## config.mk

```make
export PLATFORM = sky130hd
export DESIGN_NAME = demux16_sched
export DESIGN_NICKNAME = d
export VERILOG_FILES = /design/src/rtl/demux16_sched.sv
export SDC_FILE = /design/constraint.sdc
export NUM_CORES = 1
export LEC_CHECK = 0
export CORE_ASPECT_RATIO = 0.5
export CORE_UTILIZATION = 51
export DETAILED_ROUTE_END_ITERATION = 6
export GPL_TIMING_DRIVEN = 1
export HOLD_SLACK_MARGIN = 0.12
export PLACE_DENSITY = 0.87
export RECOVER_POWER = 25
export SETUP_SLACK_MARGIN = 0.15
export SLEW_MARGIN = 25
export SYNTH_ARGS = -nofsm -noshare
export SYNTH_HDL_FRONTEND = slang
export SYNTH_SLANG_ARGS = --single-unit
```

## constraint.sdc

```tcl
create_clock -name clk -period 4.9 [get_ports clk]
set_input_delay 0.735 -clock clk [delete_from_list [all_inputs] [get_ports clk]]
set_output_delay 0.735 -clock clk [all_outputs]
set_load 0.02 [all_outputs]
```

## src/rtl/demux16_sched.sv

```systemverilog
// demux16_sched: one-word demux with round-robin grant to 16 channels.
// Ports: clk/rst_n, in_* upstream handshake, ch_en/ch_ready per channel,
//        out_valid (one-hot), out_data, sel (grant index), done (pulse).
module demux16_sched #(
    parameter int DW = 8
) (
    input  logic          clk,
    input  logic          rst_n,
    input  logic          in_valid,
    input  logic [DW-1:0] in_data,
    output logic          in_ready,
    input  logic [15:0]   ch_en,
    input  logic [15:0]   ch_ready,
    output logic [15:0]   out_valid,
    output logic [DW-1:0] out_data,
    output logic [3:0]    sel,
    output logic          done
);

    localparam logic [1:0] IDLE  = 2'd0;
    localparam logic [1:0] ARB   = 2'd1;
    localparam logic [1:0] DRIVE = 2'd2;

    logic [1:0]    state;
    logic [3:0]    last_sel;
    logic [3:0]    grant;
    logic [3:0]    idx;
    logic [DW-1:0] hold;
    logic          in_drive;

    assign in_drive = (state == DRIVE);
    assign in_ready = (state == IDLE) && (|ch_en);
    assign done     = in_drive && ch_ready[sel];
    assign out_data = hold;

    always_comb begin
        out_valid = '0;
        if (in_drive) begin
            out_valid = 16'd1 << sel;
        end
    end

    // Scan last_sel+16 down to last_sel+1 so the nearest enabled
    // channel above last_sel overwrites farther ones; k=16 wraps to
    // last_sel itself, which therefore has the lowest priority.
    always_comb begin
        grant = last_sel;
        idx   = last_sel;
        for (int k = 16; k >= 1; k--) begin
            idx = last_sel + 4'(k);
            if (ch_en[idx]) begin
                grant = idx;
            end
        end
    end

    always_ff @(posedge clk or negedge rst_n) begin
        if (!rst_n) begin
            state    <= IDLE;
            sel      <= 4'd0;
            last_sel <= 4'd15;
            hold     <= '0;
        end else begin
            unique case (1'b1)
                (state == IDLE): begin
                    if (in_valid && in_ready) begin
                        hold  <= in_data;
                        state <= ARB;
                    end
                end
                (state == ARB): begin
                    // No enabled channel: keep the word and retry.
                    if (|ch_en) begin
                        sel   <= grant;
                        state <= DRIVE;
                    end
                end
                (state == DRIVE): begin
                    if (ch_ready[sel]) begin
                        last_sel <= sel;
                        state    <= IDLE;
                    end
                end
                default: begin
                    state <= IDLE;
                end
            endcase
        end
    end

endmodule
```

==> Word level (Yosys, flattened, before mapping) <==
Index checks and enable logic that the tools add are counted.
{ "totals": {"regBits": 18, "latch_bits": 0, "ramBits": 0, "mem_bits_ro": 0, "in_bits": 43, "out_inout_bits": 30, "mem_count": 0} }
{ "op_classes": {"n_addsub": 15, "n_mul": 0, "div_mod_pow": 0, "n_lt_le_gt_ge": 16, "eq_ne": 5, "shifts": 1, "n_mux": 52, "bitwise": 0, "n_reduce_logical": 9} }
{ "op_table": {"columns": ["cell", "n"], "rows": [
  ["$lt A4 B5 Y1 const B", 16],
  ["$bmux W1 S4", 16],
  ["$mux W4", 15],
  ["$add A4 B4 Y4 const B", 8],
  ["$add A4 B3 Y4 const B", 4],
  ["$mux W1", 16],
  ["$mux W16", 1],
  ["$reduce_or A16 Y1", 1],
  ["$shl A1 B4 Y16 const A", 1],
  ["$add A4 B2 Y4 const B", 2],
  ["$mux W2", 3],
  ["$ne A2 B1 Y1 const B", 3],
  ["$pmux W2 S3", 1],
  ["$reduce_and A2 Y1", 3],
  ["$add A4 B1 Y4 const B", 1],
  ["$logic_and A1 B1 Y1", 3],
  ["$reduce_and A3 Y1", 1],
  ["$eq A2 B1 Y1 const B", 1],
  ["$eq A2 B2 Y1 const B", 1],
  ["$logic_not A2 Y1", 1]
]} }

==> Depth between registers and ports, before layout <==
{ "logic_depth": {"ltp_word": 18, "depth_mapped": 15, "depth_no_buf": 10} }

==> Worst setup path before layout <==
No wires, ideal clock.
{ "synth_path": {"path_kind": "reg2reg", "startpoint": "register last_sel[1]", "endpoint": "register sel[2]", "setup_time_ns": 0.078, "t_arrival_ns": 3.695, "required_time_ns": 4.822, "slack_ns": 1.127, "path_stages_with_launch": 15, "n_path_buf": 4, "cell_sequence": "dfstp_2 -> buf_2 -> buf_4 -> buf_1 -> inv_1 -> ha_1 -> buf_6 -> mux4_2 -> mux2i_2 -> mux2i_1 -> a311oi_2 -> nor2_1 -> a22o_1 -> a221oi_2 -> o2bb2ai_1"} }
{ "synth_between": {"elab_chain_cells": 18} }
{ "synth_rtl": {"columns": ["element", "line", "text"], "rows": [
  ["start, declared", "25", "logic [3:0] last_sel;"],
  ["start signal, assigned", "80", "last_sel <= sel;"],
  ["$add A4 B4 Y4", "50", "idx = last_sel + 4'(k);"],
  ["$bmux W1 S4", "51", "if (ch_en[idx]) begin"],
  ["$mux W1 (not written as such)", "51", null],
  ["$mux W4 (14 in a row)", "51", null],
  ["$mux W4 *", "51", null],
  ["end signal, assigned", "74", "sel <= grant;"],
  ["end, declared", "16", "output logic [3:0] sel,"]
]} }
Mark *: on every way between the ends. The rest lies on a longest branch, timed or not. The select of a mux whose other input is x is not followed.
A chain may end at the register's enable or synchronous reset.

==> Worst setup path after layout <==
{ "layout_path": {"startpoint": "register last_sel[1]", "endpoint": "register sel[0]"} }
The elaborated chain is that of the path after synthesis.

==> results.py <==
metrics = {
    "route": {
        "drc": 20,
        "drtIter0Drc": 340,
        "vias_per_cell": 6.68,
        "num_vias": 3025,
        "final_antenna_net_count": 0,
        "dr.pass1.iters": 7,
        "wl_per_cell_um": 21.0,
        "wl_mm": 9.53,
    },
    "floorplanning": {
        "fp.dieW_um": 111,
        "initial_core_util": 0.542,
        "core.rowCount": 19,
        "io_pins": 73,
        "fp.coreArea_um2": 5610,
        "die_h_um": 56.6,
        "dieArea_um2": 6300,
    },
    "logic_synthesis": {
        "synthTopCellsByCount": "nand2_1, nor2_1, mux4_2, mux2i_1, mux2_2",
        "synth_top_area_frac": 0.215,
        "synth_largest_area_cell": "mux4_2",
        "ys_ff_latch": 18,
        "synth_mux_area_frac": 0.392,
        "syn_avg_cell_area_um2": 9.56,
        "synth.area.top_cells": "mux4_2, dfrtp_1, mux2i_1",
        "synth_top_family_by_area": "multiplexers",
        "yosys.area_share.simple": 0.175,
        "synthAdderAreaFrac": 0.0288,
        "syn-cell-area_um2": 3040,
        "syn_inst": 318,
        "synth_top_flop_cell": "dfrtp_1",
        "synth_xor_area_frac": 0.0514,
        "synth_seq_area_share": 0.150,
        "yosysUniqueCellTypes": 66,
        "synth_edf_count": 0,
        "synth_compound_gate_area_share": 0.162,
        "syn_nets": 368,
        "synth_most_common_cell": "nand2_1",
        "synthArstFlopShare": 1.00,
        "synth_warnings": 0,
    },
    "finish": {
        "finalInstanceArea_um2": 3870,
        "antenna_cells": 0,
        "layout-drive-gt1-share": 0.203,
        "final_nets": 431,
        "synthToLayoutAreaGrowth_pct": 27.2,
        "fin_util": 0.690,
    },
    "global_routing": {
        "grt_util_all_layers": 0.306,
        "grt_max_degree": 25,
        "grt_remaining_overflow": 0,
        "grt_pass1_wl_mm": 14.9,
        "antenna_found_initial": 0,
        "grt_pass1_vias": 2841,
    },
    "min_path": {
        "min_from": "out_data[0]",
        "holdPathEnd": "out_data[0]",
        "hp-class": "reg2reg",
        "hold_depth": 1,
    },
    "clocking": {
        "hold_buffers": 0,
        "clk_path_buf_depth": 2,
        "cts.sinks": 18,
        "cts_tree": "built",
        "clkLatencyLatePin_ns": 0.25,
        "postCtsSetupBuffers": 0,
        "htree_levels": 1,
        "cts_buffers": 3,
        "root_buffer": "clkbuf_16",
        "path_clk_slew_ns": 0.06,
        "cts_resized": 0,
    },
    "placed_design": {
        "post_dp_cell_area_um2": 3780,
        "hpwl_mm": 7.42,
        "port_buffers": 72,
        "place_congestion": 0.962,
    },
    "timing": {
        "tns_ns": 0,
        "rsz0062_at_grt": "no",
        "finClkSkew_ns": 0.00324,
        "slew_violations": 0,
        "finalSetupViolations": 0,
        "fmax_mhz": 243,
        "timing.final.crit_period_ns": 4.11,
        "hold_violations": 0,
        "tightest_slew_ns": 0.938,
        "min_period_over_period": 0.838,
        "slew-limit-headroom": 0.374,
    },
    "critical_path": {
        "regToRegEndpoint": "sel[0]",
        "crit_path_start_kind": "flip-flop",
        "max_stage_delay_ns": 0.94,
        "critical_path_class": "reg2reg",
        "worstPathBufferInverterCount": 2,
        "reg2reg_depth": 10,
        "path_cells": "inv_1, ha_1, inv_2, mux4_2, mux2i_1, mux2i_1, or3_1, o21ai_1, a21oi_1, o31ai_1",
        "cp_slowest_cell": "ha_1",
        "cp_top_family": "multiplexers",
        "reg2reg_slack_ns": 0.79,
        "cp.arrival_ns": 4.26,
        "cp-end-kind": "flip-flop",
        "regToRegStartpoint": "last_sel[1]",
        "cp_data_required_time_ns": 5.06,
        "cp_common_cell": "mux2i_1",
        "crit_fanout": 20,
    },
    "status": {
        "status": "complete, but fails checks",
        "failed_checks": "DRC",
    },
    "flow_run": {
        "drv_cap": 0,
    },
}
[registers in the layout, indices dropped and copies added, names as in the netlist]
| name | flops |
|---|---|
| last_sel | 4 |
| out_data | 8 |
| sel | 4 |
| state | 2 |
[worst register-to-register path, delay by kind of cell, from the launching register on]
family,cells,cell delay [ns]
AND/OR/NAND/NOR,1,0.44
multiplexers,3,1.24
flip-flops,1,0.53
buffers and inverters,2,0.41
adder cells (fa/ha/maj),1,0.94
AO/OA/AOI/OAI,3,0.46
[per-layer routing]
metal | part of all wire | GRT usage
met5 | 0 | 0
met2 | 0.45 | 0.518
met3 | 0.10 | 0.0475
met4 | 0.021 | 0.0965
met1 | 0.42 | 0.409
[through the flow]
| stage | hold slack [ns] | setup WS, ns | cells |
|---|---|---|---|
| detailed placement | 0.489 | 0.891 | 449 |
| finish | 0.506 | 0.793 | 453 |
| global route | 0.521 | 0.547 | 453 |
| floorplan | 0.439 | 1.13 | 318 |
| CTS | 0.505 | 0.861 | 453 |
| global placement | 0.488 | 0.934 | 449 |
[final cells by class]
cell class | instances | area (um^2)
clock buffers | 4 | 88.8
well taps | 73 | 91.3
inverters | 8 | 30.0
fillers | 420 | 1740
flip-flops and latches | 18 | 455
multi-input cells | 275 | 2460
repair buffers | 75 | 743
[logic make-up after synthesis]
group | after synthesis
simple gates | 112
mux | 79
compound gates | 63
buf+inv | 25
flops | 18
xor+xnor | 14
fa+ha+maj | 7
[worst max path at each step]
stage | start | endpoint | cells past startpoint
floorplan | last_sel[1] | sel[2] | 14
global placement | last_sel[1] | sel[1] | 10
detailed placement | last_sel[1] | sel[0] | 10
CTS | last_sel[1] | sel[0] | 10
global route | last_sel[1] | sel[0] | 10
finish | last_sel[1] | sel[0] | 10
[cells in the final DEF, fill, tap and decap left out, types with 6 or more instances in the layout]
| cell | n |
|---|---|
| dfrtp_1 | 14 |
| mux4_2 | 29 |
| nor2_1 | 31 |
| nor3_1 | 11 |
| o21ai_0 | 8 |
| a21oi_1 | 6 |
| clkdlybuf4s50_1 | 71 |
| ha_1 | 7 |
| mux2_2 | 20 |
| nand2_1 | 32 |
| xnor2_1 | 9 |
| nand2b_1 | 6 |
| mux2i_1 | 27 |
| inv_1 | 6 |
Power is left out: the tool's default activity adds up to more than one toggle a clock period on the data nets, which glitch-free logic cannot reach.
